--- config.mk ---
export PLATFORM = sky130hd
export DESIGN_NAME = instr_fetch_queue
export DESIGN_NICKNAME = d
export VERILOG_FILES = /design/src/rtl/fetch_pkg.sv /design/src/rtl/ifq_fifo.sv /design/src/rtl/instr_fetch_queue.sv
export SDC_FILE = /design/constraint.sdc
export NUM_CORES = 1
export LEC_CHECK = 0
export ABC_AREA = 1
export CELL_PAD_IN_SITES_DETAIL_PLACEMENT = 0
export CELL_PAD_IN_SITES_GLOBAL_PLACEMENT = 1
export CORE_MARGIN = 2
export CORE_UTILIZATION = 44
export DETAILED_ROUTE_END_ITERATION = 10
export PLACE_DENSITY_LB_ADDON = 0.1
export SYNTH_ARGS = -nofsm -noshare
export SYNTH_HDL_FRONTEND = slang
export SYNTH_SLANG_ARGS = --single-unit
export TNS_END_PERCENT = 10
--- constraint.sdc ---
create_clock -name clk_i -period 5.6 [get_ports clk_i]
set_clock_uncertainty 0.2 [all_clocks]
set_input_delay 0.56 -clock clk_i [delete_from_list [all_inputs] [get_ports clk_i]]
set_output_delay 0.56 -clock clk_i [all_outputs]
set_load 0.01 [all_outputs]
--- src/rtl/fetch_pkg.sv ---
// Shared types and constants for the instruction fetch queue.
package fetch_pkg;

    typedef enum logic [1:0] {
        BOOT,
        FETCH,
        HOLD
    } fetch_state_e;

    localparam logic [31:0] PC_STEP      = 32'd4;
    localparam logic [31:0] PC_RESET_DEF = 32'h0000_0000;

    typedef struct packed {
        logic [31:0] pc;
        logic [31:0] instr;
    } fetch_entry_t;

endpackage

--- src/rtl/ifq_fifo.sv ---
// DEPTH-entry ring buffer of fetched {pc, instr} entries; pointers carry an extra
// wrap bit so full/empty/count fall out of a simple compare and subtract.
module ifq_fifo
    import fetch_pkg::*;
#(
    parameter int DEPTH = 4
) (
    input  logic                   clk_i,
    input  logic                   rst_i,
    input  logic                   flush_i,
    input  logic                   push_i,
    input  fetch_entry_t           wdata_i,
    input  logic                   pop_i,
    output fetch_entry_t           rdata_o,
    output logic                   full_o,
    output logic                   empty_o,
    output logic [$clog2(DEPTH):0] count_o
);
    localparam int AW = $clog2(DEPTH);
    localparam logic [AW:0] PTR_ONE = (AW + 1)'(1);

    fetch_entry_t r_mem [DEPTH];
    logic [AW:0]  r_wr_ptr;
    logic [AW:0]  r_rd_ptr;

    // NOTE: storage has no reset; the pointers alone define which entries are valid.
    always_ff @(posedge clk_i) begin
        if (push_i) r_mem[r_wr_ptr[AW-1:0]] <= wdata_i;
    end

    // NOTE: state registers use non-blocking assignments so every update sees pre-edge values.
    always_ff @(posedge clk_i or negedge rst_i) begin
        if (!rst_i) begin
            r_wr_ptr <= '0;
            r_rd_ptr <= '0;
        end else if (flush_i) begin
            r_wr_ptr <= '0;
            r_rd_ptr <= '0;
        end else begin
            if (push_i) r_wr_ptr <= r_wr_ptr + PTR_ONE;
            if (pop_i)  r_rd_ptr <= r_rd_ptr + PTR_ONE;
        end
    end

    assign count_o = r_wr_ptr - r_rd_ptr;
    assign empty_o = (r_wr_ptr == r_rd_ptr);
    assign full_o  = (r_wr_ptr[AW] != r_rd_ptr[AW]) &&
                     (r_wr_ptr[AW-1:0] == r_rd_ptr[AW-1:0]);
    assign rdata_o = r_mem[r_rd_ptr[AW-1:0]];

endmodule

--- src/rtl/instr_fetch_queue.sv ---
// Fetch front-end: sequential PCs, pipelined imem req/gnt/rvalid, response queue and
// redirect flush. Define IFQ_BYPASS_EN to forward a response straight to decode when the queue is empty.
module instr_fetch_queue
    import fetch_pkg::*;
#(
    parameter int          DEPTH     = 4,
    parameter int          MAX_OUTST = 2,
    parameter logic [31:0] PC_RESET  = PC_RESET_DEF
) (
    input  logic        clk_i,
    input  logic        rst_i,
    input  logic        redirect_i,
    input  logic [31:0] redirect_pc_i,
    output logic        imem_req_o,
    output logic [31:0] imem_addr_o,
    input  logic        imem_gnt_i,
    input  logic        imem_rvalid_i,
    input  logic [31:0] imem_rdata_i,
    output logic        instr_valid_o,
    output logic [31:0] instr_o,
    output logic [31:0] instr_pc_o,
    input  logic        instr_ready_i
);
    localparam int            CW      = $clog2(DEPTH) + 1;
    localparam int            OW      = $clog2(MAX_OUTST + 1);
    localparam logic [OW-1:0] OUT_ONE = OW'(1);

    fetch_state_e r_state;
    fetch_state_e w_state_nxt;
    logic [31:0]  r_fetch_pc;
    logic [31:0]  r_resp_pc;
    logic [OW-1:0] r_outst;
    logic [OW-1:0] w_outst_nxt;
    logic [OW-1:0] r_discard;

    logic         w_req;
    logic         w_grant;
    logic         w_keep;
    logic         w_push;
    logic         w_pop;
    logic         w_fifo_empty;
    logic         w_fifo_full;
    logic [CW-1:0] w_count;
    logic [31:0]  w_used;
    logic         w_credit_pos;
    logic         w_outst_ok;
    fetch_entry_t w_head;
    fetch_entry_t w_wdata;
    fetch_entry_t w_out;

    // Credit counts both queued words and words still in flight, so a push can never overflow.
    assign w_used       = 32'(w_count) + 32'(r_outst);
    assign w_credit_pos = (w_used < 32'(DEPTH));
    assign w_outst_ok   = (32'(r_outst) < 32'(MAX_OUTST));

    always_comb begin
        // NOTE: every signal driven here gets a default first so no latch is inferred.
        w_state_nxt = r_state;
        w_req       = 1'b0;
        case (r_state)
            BOOT:  w_state_nxt = FETCH;
            FETCH: begin
                w_req = w_credit_pos && w_outst_ok;
                if (!w_credit_pos) w_state_nxt = HOLD;
            end
            HOLD:  if (w_credit_pos) w_state_nxt = FETCH;
            default: w_state_nxt = BOOT;
        endcase
        if (redirect_i) w_state_nxt = FETCH;
    end

    assign w_grant     = w_req && imem_gnt_i;
    assign imem_req_o  = w_req;
    assign imem_addr_o = (r_state == BOOT) ? '0 : r_fetch_pc;

    always_comb begin
        w_outst_nxt = r_outst;
        case ({w_grant, imem_rvalid_i})
            2'b10:   w_outst_nxt = r_outst + OUT_ONE;
            2'b01:   w_outst_nxt = r_outst - OUT_ONE;
            default: w_outst_nxt = r_outst;
        endcase
    end

    assign w_keep  = imem_rvalid_i && (r_discard == '0);
    assign w_wdata = '{pc: r_resp_pc, instr: imem_rdata_i};

`ifdef IFQ_BYPASS_EN
    logic w_bypass;
    assign w_bypass      = w_keep && w_fifo_empty && !redirect_i;
    assign instr_valid_o = (!w_fifo_empty || w_bypass) && !redirect_i;
    assign w_out         = w_fifo_empty ? w_wdata : w_head;
    assign w_push        = w_keep && !(w_bypass && instr_ready_i);
    assign w_pop         = !w_fifo_empty && instr_valid_o && instr_ready_i;
`else
    assign instr_valid_o = !w_fifo_empty && !redirect_i;
    assign w_out         = w_head;
    assign w_push        = w_keep;
    assign w_pop         = instr_valid_o && instr_ready_i;
`endif

    assign instr_o    = instr_valid_o ? w_out.instr : '0;
    assign instr_pc_o = instr_valid_o ? w_out.pc    : '0;

    always_ff @(posedge clk_i or negedge rst_i) begin
        if (!rst_i) begin
            r_state    <= BOOT;
            r_fetch_pc <= PC_RESET;
            r_resp_pc  <= PC_RESET;
            r_outst    <= '0;
            r_discard  <= '0;
        end else begin
            r_state <= w_state_nxt;
            r_outst <= w_outst_nxt;
            if (redirect_i) begin
                // Everything still in flight after this edge belongs to the old stream.
                r_fetch_pc <= redirect_pc_i;
                r_resp_pc  <= redirect_pc_i;
                r_discard  <= w_outst_nxt;
            end else begin
                if (w_grant) r_fetch_pc <= r_fetch_pc + PC_STEP;
                if (w_keep)  r_resp_pc  <= r_resp_pc + PC_STEP;
                if (imem_rvalid_i && (r_discard != '0)) r_discard <= r_discard - OUT_ONE;
            end
        end
    end

    ifq_fifo #(
        .DEPTH (DEPTH)
    ) u_fifo (
        .clk_i   (clk_i),
        .rst_i   (rst_i),
        .flush_i (redirect_i),
        .push_i  (w_push && !w_fifo_full),
        .wdata_i (w_wdata),
        .pop_i   (w_pop),
        .rdata_o (w_head),
        .full_o  (w_fifo_full),
        .empty_o (w_fifo_empty),
        .count_o (w_count)
    );

endmodule

# Word level (Yosys, flattened, before mapping)
# Memories as Yosys holds them, arrays and structs flattened.
# Cells that the tools add are included.
# classes
n_mul,0
order_cmp,2
add_sub_neg,9
shifts,0
n_div,0
eq_ne,9
reduce_logical,20
mux,21
bitwise,0
# op_table
op,count
$mux 32,7
$add 32x3->32 const B,2
$mux 3,4
$reduce_bool 2->1,6
$mux 2,5
$logic_and 1x1->1,8
$add 3x1->3 const B,2
$ne 3x3->1 const B,2
$pmux 2 s3,1
$add 3x2->4,1
$eq 2x1->1 const B,2
$eq 2x2->1 const B,2
$logic_not 2->1,2
$lt 4x3->1 const B,1
$pmux 2 s2,1
$sub 2x1->2 const B,2
$eq 3x3->1,1
$logic_not 1->1,3
$mux 1,3
$sub 3x3->3,1
$add 2x1->2 const B,1
$eq 2x2->1,1
$lt 2x2->1 const B,1
$reduce_and 2->1,1
$ne 1x1->1,1
# word_totals
ramBits,256
in_bits,70
regBits,76
memories,1
mem_bits_ro,0
latchBits,0
out_inout_bits,98
word_cells,69
# memory_table
memory,words,word_bits,read_ports,rd_clocked_by_memory_dff,wr,line_no,source
u_fifo.r_mem,4,64,1,0,1,ifq_fifo.sv:22,fetch_entry_t r_mem [DEPTH];

# Depth between registers and ports, before layout
# Gate-level depths: netlist of run 1.
# depth
ltp_word,9
depth_mapped,15
mapped_depth_nobuf,15

# Hierarchy
# From an unflattened synthesis of run 1, not the netlist that was laid out.
# unflattened
cells_unflattened,1984
hier_area_um2,16813.6
# modules_own_cells
module,seq_area_each_um2,cells_per_inst,area_per_inst_um2,n_inst
ifq_fifo,7837.5,1065,11223.3,1
instr_fetch_queue,1751.7,919,5590.4,1

# Worst setup path before layout of run 1
# No wires, ideal clock.
# synth_timing
path_kind,reg-to-reg
from,reg u_fifo.r_rd_ptr[1]
to,reg u_fifo.r_wr_ptr[2]
path_slack_ps,808
path_stages_with_launch,9
setup_ps,96
required_time_ps,5304
period_less_slack_ps,4792
arrival_ps,4496
n_path_buf,1
cell_sequence,dfrtp_1 -> inv_1 -> clkbuf_1 -> ha_1 -> nand2_1 -> o21ai_1 -> nor2_1 -> o21ai_0 -> a21oi_1
# synth_between
elab_chain_cells,5
# synth_lines
element,line_no,source
"start, declared",ifq_fifo.sv:24,logic [AW:0] r_rd_ptr;
"start signal, assigned",ifq_fifo.sv:41,if (pop_i) r_rd_ptr <= r_rd_ptr + PTR_ONE;
$eq 2x2->1,ifq_fifo.sv:48,(r_wr_ptr[AW-1:0] == r_rd_ptr[AW-1:0]);
$logic_and 1x1->1,ifq_fifo.sv:47,assign full_o = (r_wr_ptr[AW] != r_rd_ptr[AW]) &&
$logic_not 1->1,instr_fetch_queue.sv:134,".push_i (w_push && !w_fifo_full),"
$logic_and 1x1->1,instr_fetch_queue.sv:134,
$reduce_bool 2->1 (no line),-,
"end signal, assigned",ifq_fifo.sv:40,if (push_i) r_wr_ptr <= r_wr_ptr + PTR_ONE;
"end, declared",ifq_fifo.sv:23,logic [AW:0] r_wr_ptr;
# Every way passes these cells.
# A chain may end at the register's enable or synchronous reset.

# Worst setup path in the final report of run 1
# layout_timing
from,reg u_fifo.r_rd_ptr[0]
to,out instr_pc_o[15]
# layout_between
elab_chain_cells,4
elab_cells_between_ends,5
classes_between,eq/ne: 1; mux: 1; reduce/logical: 2; memory: 1
# layout_lines
element,line_no,source
$eq 3x3->1,ifq_fifo.sv:46,assign empty_o = (r_wr_ptr == r_rd_ptr);
$logic_not 1->1,instr_fetch_queue.sv:96,assign instr_valid_o = !w_fifo_empty && !redirect_i;
$logic_and 1x1->1,instr_fetch_queue.sv:96,
$mux 32 (*),instr_fetch_queue.sv:103,assign instr_pc_o = instr_valid_o ? w_out.pc : '0;
"end, declared",instr_fetch_queue.sv:21,"output logic [31:0] instr_pc_o,"
# Mark *: on every way between the ends. The rest lies on a longest branch, timed or not.

==> summary.md, run 1 <==
| Metric | Value |
|---|---|
| IO buf count | 167 |
| Post-Synthesis Cells | 1,580 |
| Cell accounting for the most synthesized area | edfxtp_1 |
| Hold crit path type | input port to flip-flop |
| Total Routed Length | 39,500 um |
| Pwr Total | 8.12 mW |
| Synth Flop Type | edfxtp_1 |
| YS warnings | 0 |
| Initial antenna violation count | 0 |
| Pwr/cell area | 439 nW/um^2 |
| Starting Density | 44.3% |
| CP startpoint kind | flip-flop |
| R2r setup slk | 2.00 ns |
| Setup TNS | 0 ns |
| Aggregate global routing overflow | 0 |
| Worst vdd ir | 0.000261 V |
| Detailed placement HPWL | 25,300 um |
| Placed Instances | 2,148 |
| Clock Latency Late Sink | 0.52 ns |
| Site Rows | 68 |
| Leakage power | 6.96 nW |
| Final period utilization | 77.5% |
| Remaining DRCs | 0 |
| Worst slew pin tran | 1.01 ns |
| Setup Crit Path Kind | flip-flop to output pin |
| Post-layout nets | 1,815 |
| Synth unique cells | 40 |
| Longest Clk Path Bufs | 3 |
| Clock buffer count from CTS | 36 |
| Number of global-route vias before repair | 10,890 |
| Vias per Instance | 5.10 |
| Clock transition at path regs | 0.06 ns |
| Crit path required time | 4.84 ns |
| Critical path peak fanout | 66 |
| Run status | finished clean |
| Worst EP arrival | 3.58 ns |
| Die footprint | 36,000 um^2 |
| Post-synthesis net count | 1,663 |
| Final setup vio count | 0 |
| Setup repair after global routing missed its margin | false |
| Synthesized flop and latch total | 332 |
| Max Cap Viol | 0 |
| Via count | 11,300 |
| Ant. Diodes | 0 |
| Core Area | 34,300 um^2 |
| Crit. End Element | output pin |
| Post-synth ARST share | 22.9% |
| CTS tree | yes |
| DRT antenna net count | 0 |
| Met3 usage in global routing | 3.01% |
| Fillers | 3,095 |
| Met1 Usage GRT | 30.9% |
| Mapped Area | 15,200 um^2 |
| FMAX | 230 MHz |
| Worst Setup Slack, final | 1.26 ns |
| Non-filler cells, final | 2,214 |
| Clock Sinks | 332 |
| Htree depth | 2 |
| Die height | 190 um |
| Slew margin rel. | 32.6% |
| Pre-Repair DR Iteration Count | 5 |
| Global routing's busiest layer | met2 |
| GR Util met2 | 36.7% |
| First-pass GRT wire length | 62,200 um |
| Final Core Density | 53.9% |
| # Post-CTS Setup Buffers | 0 |
| Sequential area share after synthesis | 63.1% |
| WL per Instance | 17.9 um |
| EDFF count, synth | 256 |
| Commonest cells in the netlist | 393 x nor2_1, 282 x nand2_1, 256 x edfxtp_1 |
| Max Transition Viols Final | 0 |
| Final Critical Period | 4.34 ns |
| Endpoints failing hold | 0 |
| Overall routing resource usage | 22.1% |
| Top cell type's share of synthesized area | 50.6% |
| Area grow syn2layout | 21.7% |
| CTS root buf | clkbuf_16 |
| DRC violation total after the first TritonRoute iteration | 819 |
| Share of layout cells above drive strength 1 | 6.37% |
| Most frequent cell after synthesis | nor2_1 |
| Die W | 190 um |
| Syn avg cell area | 9.62 um^2 |
| Ranking of synthesized cells by area | edfxtp_1 51%, dfrtp_1 13%, nor2_1 9.7% |
| Top Ports | 168 |
| Gpl congestion | 0.905 |
| Largest net degree at the start of global routing | 69 |
| Post-place setup slack | 1.73 ns |
[cell usage in the layout (no fill, tap or decap), drive strengths merged, types with 2 or more instances in the layout]
cell,instances
nor2,399
nand2,287
edfxtp,256
clkdlybuf4s50,165
o21ai,160
inv,98
nand3,82
a21oi,80
dfrtp,76
clkbuf,54
buf,18
xor2,17
ha,12
nor3,9
nand3b,6
o211ai,6
xnor2,5
a31oi,5
clkinv,4
clkinvlp,3
nand4,3
o31ai,2
a22oi,2
bufinv,2
[cell type report]
class | count | area [um^2] | area share, %
Clock buffer | 54 | 1070 | 5.78
Clock inverter | 11 | 130 | 0.704
Inverter | 96 | 363 | 1.96
Multi-Input combinational cell | 1082 | 4970 | 26.9
Sequential cell | 332 | 9590 | 51.9
Tap cell | 455 | 569 | 3.08
Timing Repair Buffer | 184 | 1790 | 9.70
[registers in the layout, summed over array words and instances, names as in the netlist]
name,count
r_discard,2
r_fetch_pc,32
r_outst,2
r_resp_pc,32
r_state,2
u_fifo.r_mem,256
u_fifo.r_rd_ptr,3
u_fifo.r_wr_ptr,3
[critical path, stage by stage, from the launching register on]
cell	delay, ns
dfrtp_4	0.92
ha_1	0.39
a31oi_2	0.28
inv_2	0.33
buf_4	0.36
a21oi_1	0.19
clkdlybuf4s50_1	0.57
[through the flow]
step	hold slack [ns]	area [um^2]
after global routing	0.228	18500
after global placement	0.279	17300
after floorplan	0.0644	15200
after CTS	0.192	18500
after detailed placement	0.289	17300
final	0.207	18500
[path summary, 6_finish.rpt]
path                               startpoint            endpoint  cells after the start
hold / removal                     redirect_i  u_fifo.r_rd_ptr[1]                      4
hold reg to reg            u_fifo.r_wr_ptr[2]  u_fifo.r_wr_ptr[2]                      1
setup reg to reg           u_fifo.r_rd_ptr[1]        r_discard[1]                     14
min in group asynchronous               rst_i      r_fetch_pc[25]                      2
max in group asynchronous               rst_i        r_resp_pc[2]                      3
setup / recovery           u_fifo.r_rd_ptr[0]      instr_pc_o[15]                      6
[metal layers]
layer  vias up  routed length (um)  part of all wire, %
met4         0                 724                  1.8
met1      5408               17900                   45
met2       256               19200                   48
met5         -                   0                    0
li1       5593                   -                    -
met3        43                1730                  4.4
[power breakdown]
part           total [mW]  internal [mW]  switching (mW)
clock                2.37           1.42           0.950
sequential           3.35           3.00           0.349
combinational        2.40          0.965            1.43
total                8.12           5.39            2.73
[what timing repair did]
| action | 4_1_cts | 5_1_grt |
|---|---|---|
| hold buffers | 1 | 0 |
| gates resized for setup | 0 | 0 |
| endpoints found under the hold margin | 28 | 0 |
[cells by family after synthesis]
| group | synth area share [%] |
|---|---|
| multiplexers | 0.0741 |
| AO/OA/AOI/OAI | 8.85 |
| flip-flops | 63.1 |
| buffers and inverters | 4.41 |
| XOR/XNOR | 1.27 |
| adder cells (fa/ha/maj) | 1.12 |
| AND/OR/NAND/NOR | 21.2 |
No activity file was read; power rests on OpenSTA's default activity.
==> run 2: changes to the inputs <==
clock period = 4 ns   (was 5.6 ns; I/O delays follow)
==> summary.md, run 2 (synthesis gave the netlist of run 1 again) <==
| Metric | Value |
|---|---|
| Max Transition Viols Final | 0 (unchanged) |
| Longest Clk Path Bufs | 3 (unchanged) |
| Commonest non-fill, non-tap cell in the layout | nor2_1 |
| Hold crit path type | input port to flip-flop |
| Switching Share | 33.4% (-0.22 points) |
| Final hold slack | 0.0416 ns (-0.165 ns) |
| DRC violation total after the first TritonRoute iteration | 844 (+3.1%) |
| Initial antenna violation count | 0 (unchanged) |
| # Post-CTS Setup Buffers | 0 (unchanged) |
| Final setup vio count | 0 (unchanged) |
| Critical path peak fanout | 3 (-95%) |
| Met1 WL | 18,100 um (+0.94%) |
| Clock Sinks | 332 (unchanged) |
| Total Routed Length | 39,700 um (+0.54%) |
| Int Pwr | 7.72 mW (+43%) |
| Final Core Density | 54.3% (+0.36 points) |
| Final period utilization | 91.2% |
| Psw | 3.88 mW (+42%) |
| Top Ports | 168 (unchanged) |
| Worst Setup Slack, final | 0.351 ns (-0.910 ns) |
| Site Rows | 68 (unchanged) |
| Clock transition at path regs | 0.06 ns (about the same) |
| Metal3 WL | 1740 um (+0.93%) |
| WL per Instance | 17.9 um (+0.36%) |
| Vias per Instance | 5.10 (-0.11%) |
| Clock Latency Late Sink | 0.53 ns (about the same) |
| Sequential power share | 39.6% (-1.7 points) |
| CTS root buf | clkbuf_16 |
| DRT antenna net count | 0 (unchanged) |
| Area grow syn2layout | 22.5% |
| CP startpoint kind | flip-flop |
| Area of the multi-input gates | 4970 um^2 (unchanged) |
| Slowest cell delay on critical path | 0.59 ns (-0.33 ns) |
| Buf+Inv Stages, Crit Path | 3 (unchanged) |
| Worst slew pin tran | 0.960 ns (-0.0514 ns) |
| CTS tree | yes |
| Die footprint | 36,000 um^2 (unchanged) |
| Remaining DRCs | 0 (unchanged) |
| Comb pwr share | 30.4% (+0.8 points) |
| Post-place setup slack | 0.902 ns (-0.829 ns) |
| Met2 wire length | 19,300 um (+0.69%) |
| Ant. Diodes | 0 (unchanged) |
| Setup TNS | 0 ns (unchanged) |
| Leakage power | 7.04 nW (+1.1%) |
| Max FFs per register | 256 (unchanged) |
| Overall routing resource usage | 22.2% (+0.12 points) |
| Die W | 190 um (unchanged) |
| Clock buffer count from CTS | 37 (+2.8%) |
| Setup Crit Path Kind | flip-flop to output pin |
| Htree depth | 2 (unchanged) |
| Slowest library cell on the worst path | clkdlybuf4s50_1 |
| Starting Density | 44.3% (unchanged) |
| Top delay family on crit path | adder cells |
| Worst EP arrival | 3.05 ns (-0.53 ns) |
| Gpl congestion | 0.856 (-5.4%) |
| Register area | 9590 um^2 (unchanged) |
| Share of layout cells above drive strength 1 | 6.69% (+0.33 points) |
| Run status | finished clean |
| Core Area | 34,300 um^2 (unchanged) |
| Pre-Repair DR Iteration Count | 7 (+2) |
| Endpoints failing hold | 0 (unchanged) |
| Max Cap Viol | 0 (unchanged) |
| Die height | 190 um (unchanged) |
| FMAX | 274 MHz |
| Setup repair after global routing missed its margin | false |
| Via count | 11,308 (+0.071%) |
| Fillers | 3,068 (-0.87%) |
| Detailed placement HPWL | 25,400 um (+0.61%) |
| Most frequent cells in the layout | 388 x nor2_1, 282 x nand2_1, 256 x edfxtp_1 |
| IO buf count | 167 (unchanged) |
| Clock share of power | 30.0% (+0.8 points) |
| Aggregate global routing overflow | 0 (unchanged) |
| Pwr/cell area | 623 nW/um^2 (+42%) |
| Final Critical Period | 3.65 ns |
| Top Layer Used | met4 |
| First-pass GRT wire length | 62,200 um (about the same) |
| Number of global-route vias before repair | 11,125 (+2.2%) |
| Post-layout nets | 1,821 (+0.33%) |
| Crit. End Element | output pin |
| Slew margin rel. | 35.6% (+3.0 points) |
| Crit path required time | 3.40 ns (-1.44 ns) |
| Largest net degree at the start of global routing | 132 (+91%) |
| Worst vdd ir | 0.000301 V (+15%) |
| CP Cell Sequence | ha_1, inv_1, fa_1, ha_1, nand3b_1, nand2_1, inv_1, nand2_1, nor3_1, clkdlybuf4s50_1 |
| Pwr Total | 11.6 mW (+43%) |
[run 2: cell types whose count changed in the layout (fill, tap and decap cells not counted)]
cell and change:
inv_16 +1, clkinv_2 +7, clkinvlp_4 -2, buf_12 +4, bufinv_16 +4, clkinv_1 +2
clkbuf_1 -4, clkbuf_16 +1, clkbuf_8 -9, clkinv_8 -1, buf_4 +1
[run 2: stage by stage]
stage | std cells | cell area [um^2]
2_1_floorplan | 1580 | 15200
3_3_place_gp | 2153 | 17400
3_5_place_dp | 2153 | 17400
4_1_cts | 2218 | 18600
5_1_grt | 2218 | 18600
6_report | 2218 | 18600
[run 2: tightest hold or removal path, cell delays in order]
cell and delay, ns:
buf_2 0.12, a31oi_2 0.06, nand3_1 0.06, o21ai_0 0.08
[run 2: worst paths after layout]
check,cells after the start,endpoint,slack (ns),from
max,10,imem_req_o,0.35,u_fifo.r_rd_ptr[0]
min,4,u_fifo.r_rd_ptr[1],0.04,redirect_i
max reg2reg,14,r_discard[1],0.89,u_fifo.r_rd_ptr[0]
min reg2reg,1,r_state[1],0.32,r_state[0]
max in group asynchronous,3,r_fetch_pc[20],2.46,rst_i
min in group asynchronous,2,r_resp_pc[20],0.27,rst_i
[run 2: power by group through the flow]
stage / Clock (mW) / Combinational (mW) / Sequential [mW]
after floorplan: 0 / 2.11 / 4.52
after global placement: 0 / 3.54 / 4.65
after detailed placement: 0 / 3.56 / 4.66
after CTS: 3.55 / 3.58 / 4.59
after global routing: 3.68 / 3.95 / 4.65
final: 3.48 / 3.53 / 4.59
[run 2: area by class of cell]
class                      instances  area share (%)
sequential                       332            51.5
clock inverter                    22            1.51
tap                              455            3.06
multi-input combinational       1082            26.7
timing repair buffer             189            10.1
inverter                          96            1.95
clock buffer                      42            5.13
[run 2: per-layer routing]
| layer | GRT usage [%] | vias to the layer above |
|---|---|---|
| li1 | - | 5604 |
| met1 | 30.2 | 5380 |
| met2 | 38.3 | 280 |
| met3 | 2.99 | 44 |
| met4 | 4.71 | 0 |
| met5 | 0 | - |
[run 2: repair_timing]
item / CTS / global route
hold endpoints to repair: 51 / 0
setup endpoints to repair: 0 / 0
gates resized for setup: 0 / 0
hold buffers: 1 / 0
==> run 3: changes to the inputs <==
RECOVER_POWER = 25   (was unset)
==> summary.md, run 3 (synthesis gave the netlist of run 1 again) <==
| Metric | Value |
|---|---|
| Endpoints failing hold | 0 (unchanged) |
| Critical path peak fanout | 3 (unchanged) |
| R2r setup slk | 0.89 ns (about the same) |
| Aggregate global routing overflow | 0 (unchanged) |
| IO buf count | 167 (unchanged) |
| Detailed placement HPWL | 25,400 um (unchanged) |
| Hold path cells | 4 (unchanged) |
| Initial antenna violation count | 0 (unchanged) |
| Setup Crit Path Kind | flip-flop to output pin |
| Final hold slack | 0.0416 ns (+0.00000360 ns) |
| Die height | 190 um (unchanged) |
| Leakage power | 7.05 nW (+0.12%) |
| Post-layout nets | 1,821 (unchanged) |
| Design Area, Final | 18,600 um^2 (about the same) |
| Core Area | 34,300 um^2 (unchanged) |
| Max FFs per register | 256 (unchanged) |
| Commonest non-fill, non-tap cell in the layout | nor2_1 |
| CTS resizes | 0 (unchanged) |
| Worst slew pin tran | 0.954 ns (-0.00550 ns) |
| Pwr/cell area | 623 nW/um^2 (about the same) |
| Worst vdd ir | 0.000301 V (about the same) |
| Htree depth | 2 (unchanged) |
| CP startpoint kind | flip-flop |
| R2R cell count | 14 (unchanged) |
| Hold crit path type | input port to flip-flop |
| Gpl congestion | 0.856 (unchanged) |
| Crit Reg-Reg Endpoint | r_discard[1] |
| DRC violation total after the first TritonRoute iteration | 838 (-0.71%) |
| Max Transition Viols Final | 0 (unchanged) |
| Max Cap Viol | 0 (unchanged) |
| Site Rows | 68 (unchanged) |
| CTS root buf | clkbuf_16 |
| Overall routing resource usage | 22.2% (unchanged) |
| Worst EP arrival | 3.05 ns (about the same) |
| Die W | 190 um (unchanged) |
| Die footprint | 36,000 um^2 (unchanged) |
| DRT antenna net count | 0 (unchanged) |
| FMAX | 274 MHz (about the same) |
| Slew margin rel. | 35.9% (+0.37 points) |
| Top Ports | 168 (unchanged) |
| Clock Latency Late Sink | 0.53 ns (about the same) |
| First-pass GRT wire length | 62,200 um (unchanged) |
| Hold EP | u_fifo.r_rd_ptr[1] |
| WL per Instance | 17.9 um (-0.14%) |
| Clock Sinks | 332 (unchanged) |
| Clock transition at path regs | 0.06 ns (about the same) |
| Final Core Density | 54.3% (about the same) |
| Most frequent cells in the layout | 388 x nor2_1, 282 x nand2_1, 256 x edfxtp_1 |
| Area grow syn2layout | 22.5% (about the same) |
| Pwr Total | 11.6 mW (about the same) |
| Starting Density | 44.3% (unchanged) |
| CTS tree | yes |
| Final Critical Period | 3.65 ns (+0.00261 ns) |
| Remaining DRCs | 0 (unchanged) |
| Vias per Instance | 5.08 (-0.44%) |
| Crit path required time | 3.40 ns (about the same) |
| Largest net degree at the start of global routing | 132 (unchanged) |
| Number of global-route vias before repair | 11,125 (unchanged) |
| Crit. End Element | output pin |
| Placed cell area | 17,400 um^2 (unchanged) |
| Setup repair after global routing missed its margin | false |
| Total Routed Length | 39,700 um (about the same) |
| Final setup vio count | 0 (unchanged) |
| Pre-Repair DR Iteration Count | 7 (unchanged) |
| Run status | finished clean |
| Worst R2R Start | u_fifo.r_rd_ptr[0] |
| Final period utilization | 91.3% (about the same) |
| Via count | 11,263 (-0.40%) |
| HP Start | redirect_i |
| Longest Clk Path Bufs | 3 (unchanged) |
| Clock buffer count from CTS | 37 (unchanged) |
| Share of layout cells above drive strength 1 | 6.69% (unchanged) |
## run 3: cell types whose count changed in the layout (fill, tap and decap cells not counted)
cell | before | now
diode_2 | 0 | 1
clkdlybuf4s50_1 | 165 | 133
dlygate4sd3_1 | 1 | 33
## run 3: area by class of cell
class | count | area [um^2]
well taps | 455 | 569
inverters | 96 | 363
repair buffers | 189 | 1880
clock buffers | 42 | 955
flip-flops and latches | 332 | 9590
diodes | 1 | 2.50
fillers | 3067 | 15700
clock inverters | 22 | 282
multi-input cells | 1082 | 4970
## run 3: how the worst max path moves through the flow
stage | start | to | slack [ns] | cells past startpoint
floorplan | u_fifo.r_rd_ptr[1] | u_fifo.r_mem[0][0] | -0.72 | 6
global placement | u_fifo.r_rd_ptr[0] | r_discard[1] | 0.91 | 14
detailed placement | u_fifo.r_rd_ptr[0] | instr_pc_o[14] | 0.90 | 6
CTS | u_fifo.r_rd_ptr[0] | imem_req_o | 0.32 | 10
global route | u_fifo.r_wr_ptr[0] | imem_req_o | 0.15 | 11
finish | u_fifo.r_rd_ptr[0] | imem_req_o | 0.35 | 10
## run 3: power by group
group          switching, mW  total [mW]  internal, mW
Combinational           2.12        3.52          1.40
Sequential             0.390        4.59          4.20
Clock                   1.37        3.49          2.11
## run 3: critical path, stage by stage (launching register included)
cell	delay [ns]
dfrtp_4	0.50
ha_1	0.20
inv_1	0.07
fa_1	0.42
ha_1	0.28
nand3b_1	0.08
nand2_1	0.06
inv_1	0.10
nand2_1	0.08
nor3_1	0.14
clkdlybuf4s50_1	0.59
## run 3: timing repair
action	4_1_cts	5_1_grt
setup endpoints to repair	0	0
hold buffers	1	0
buffers inserted	0	0
hold endpoints to repair	51	0
## run 3: per-stage QoR
step / setup TNS (ns) / cells / setup slack (ns)
after floorplan: -138.85 / 1580 / -0.723
after global placement: 0 / 2153 / 0.910
after detailed placement: 0 / 2153 / 0.902
after CTS: 0 / 2218 / 0.317
after global routing: 0 / 2218 / 0.146
final: 0 / 2219 / 0.348
## run 3: routing by layer
layer / GRT usage [%] / wire (um) / vias up
li1: - / - / 5601
met1: 30.2 / 18200 / 5348
met2: 38.3 / 19100 / 269
met3: 2.99 / 1750 / 45
met4: 4.71 / 647 / 0
met5: 0 / 0 / -
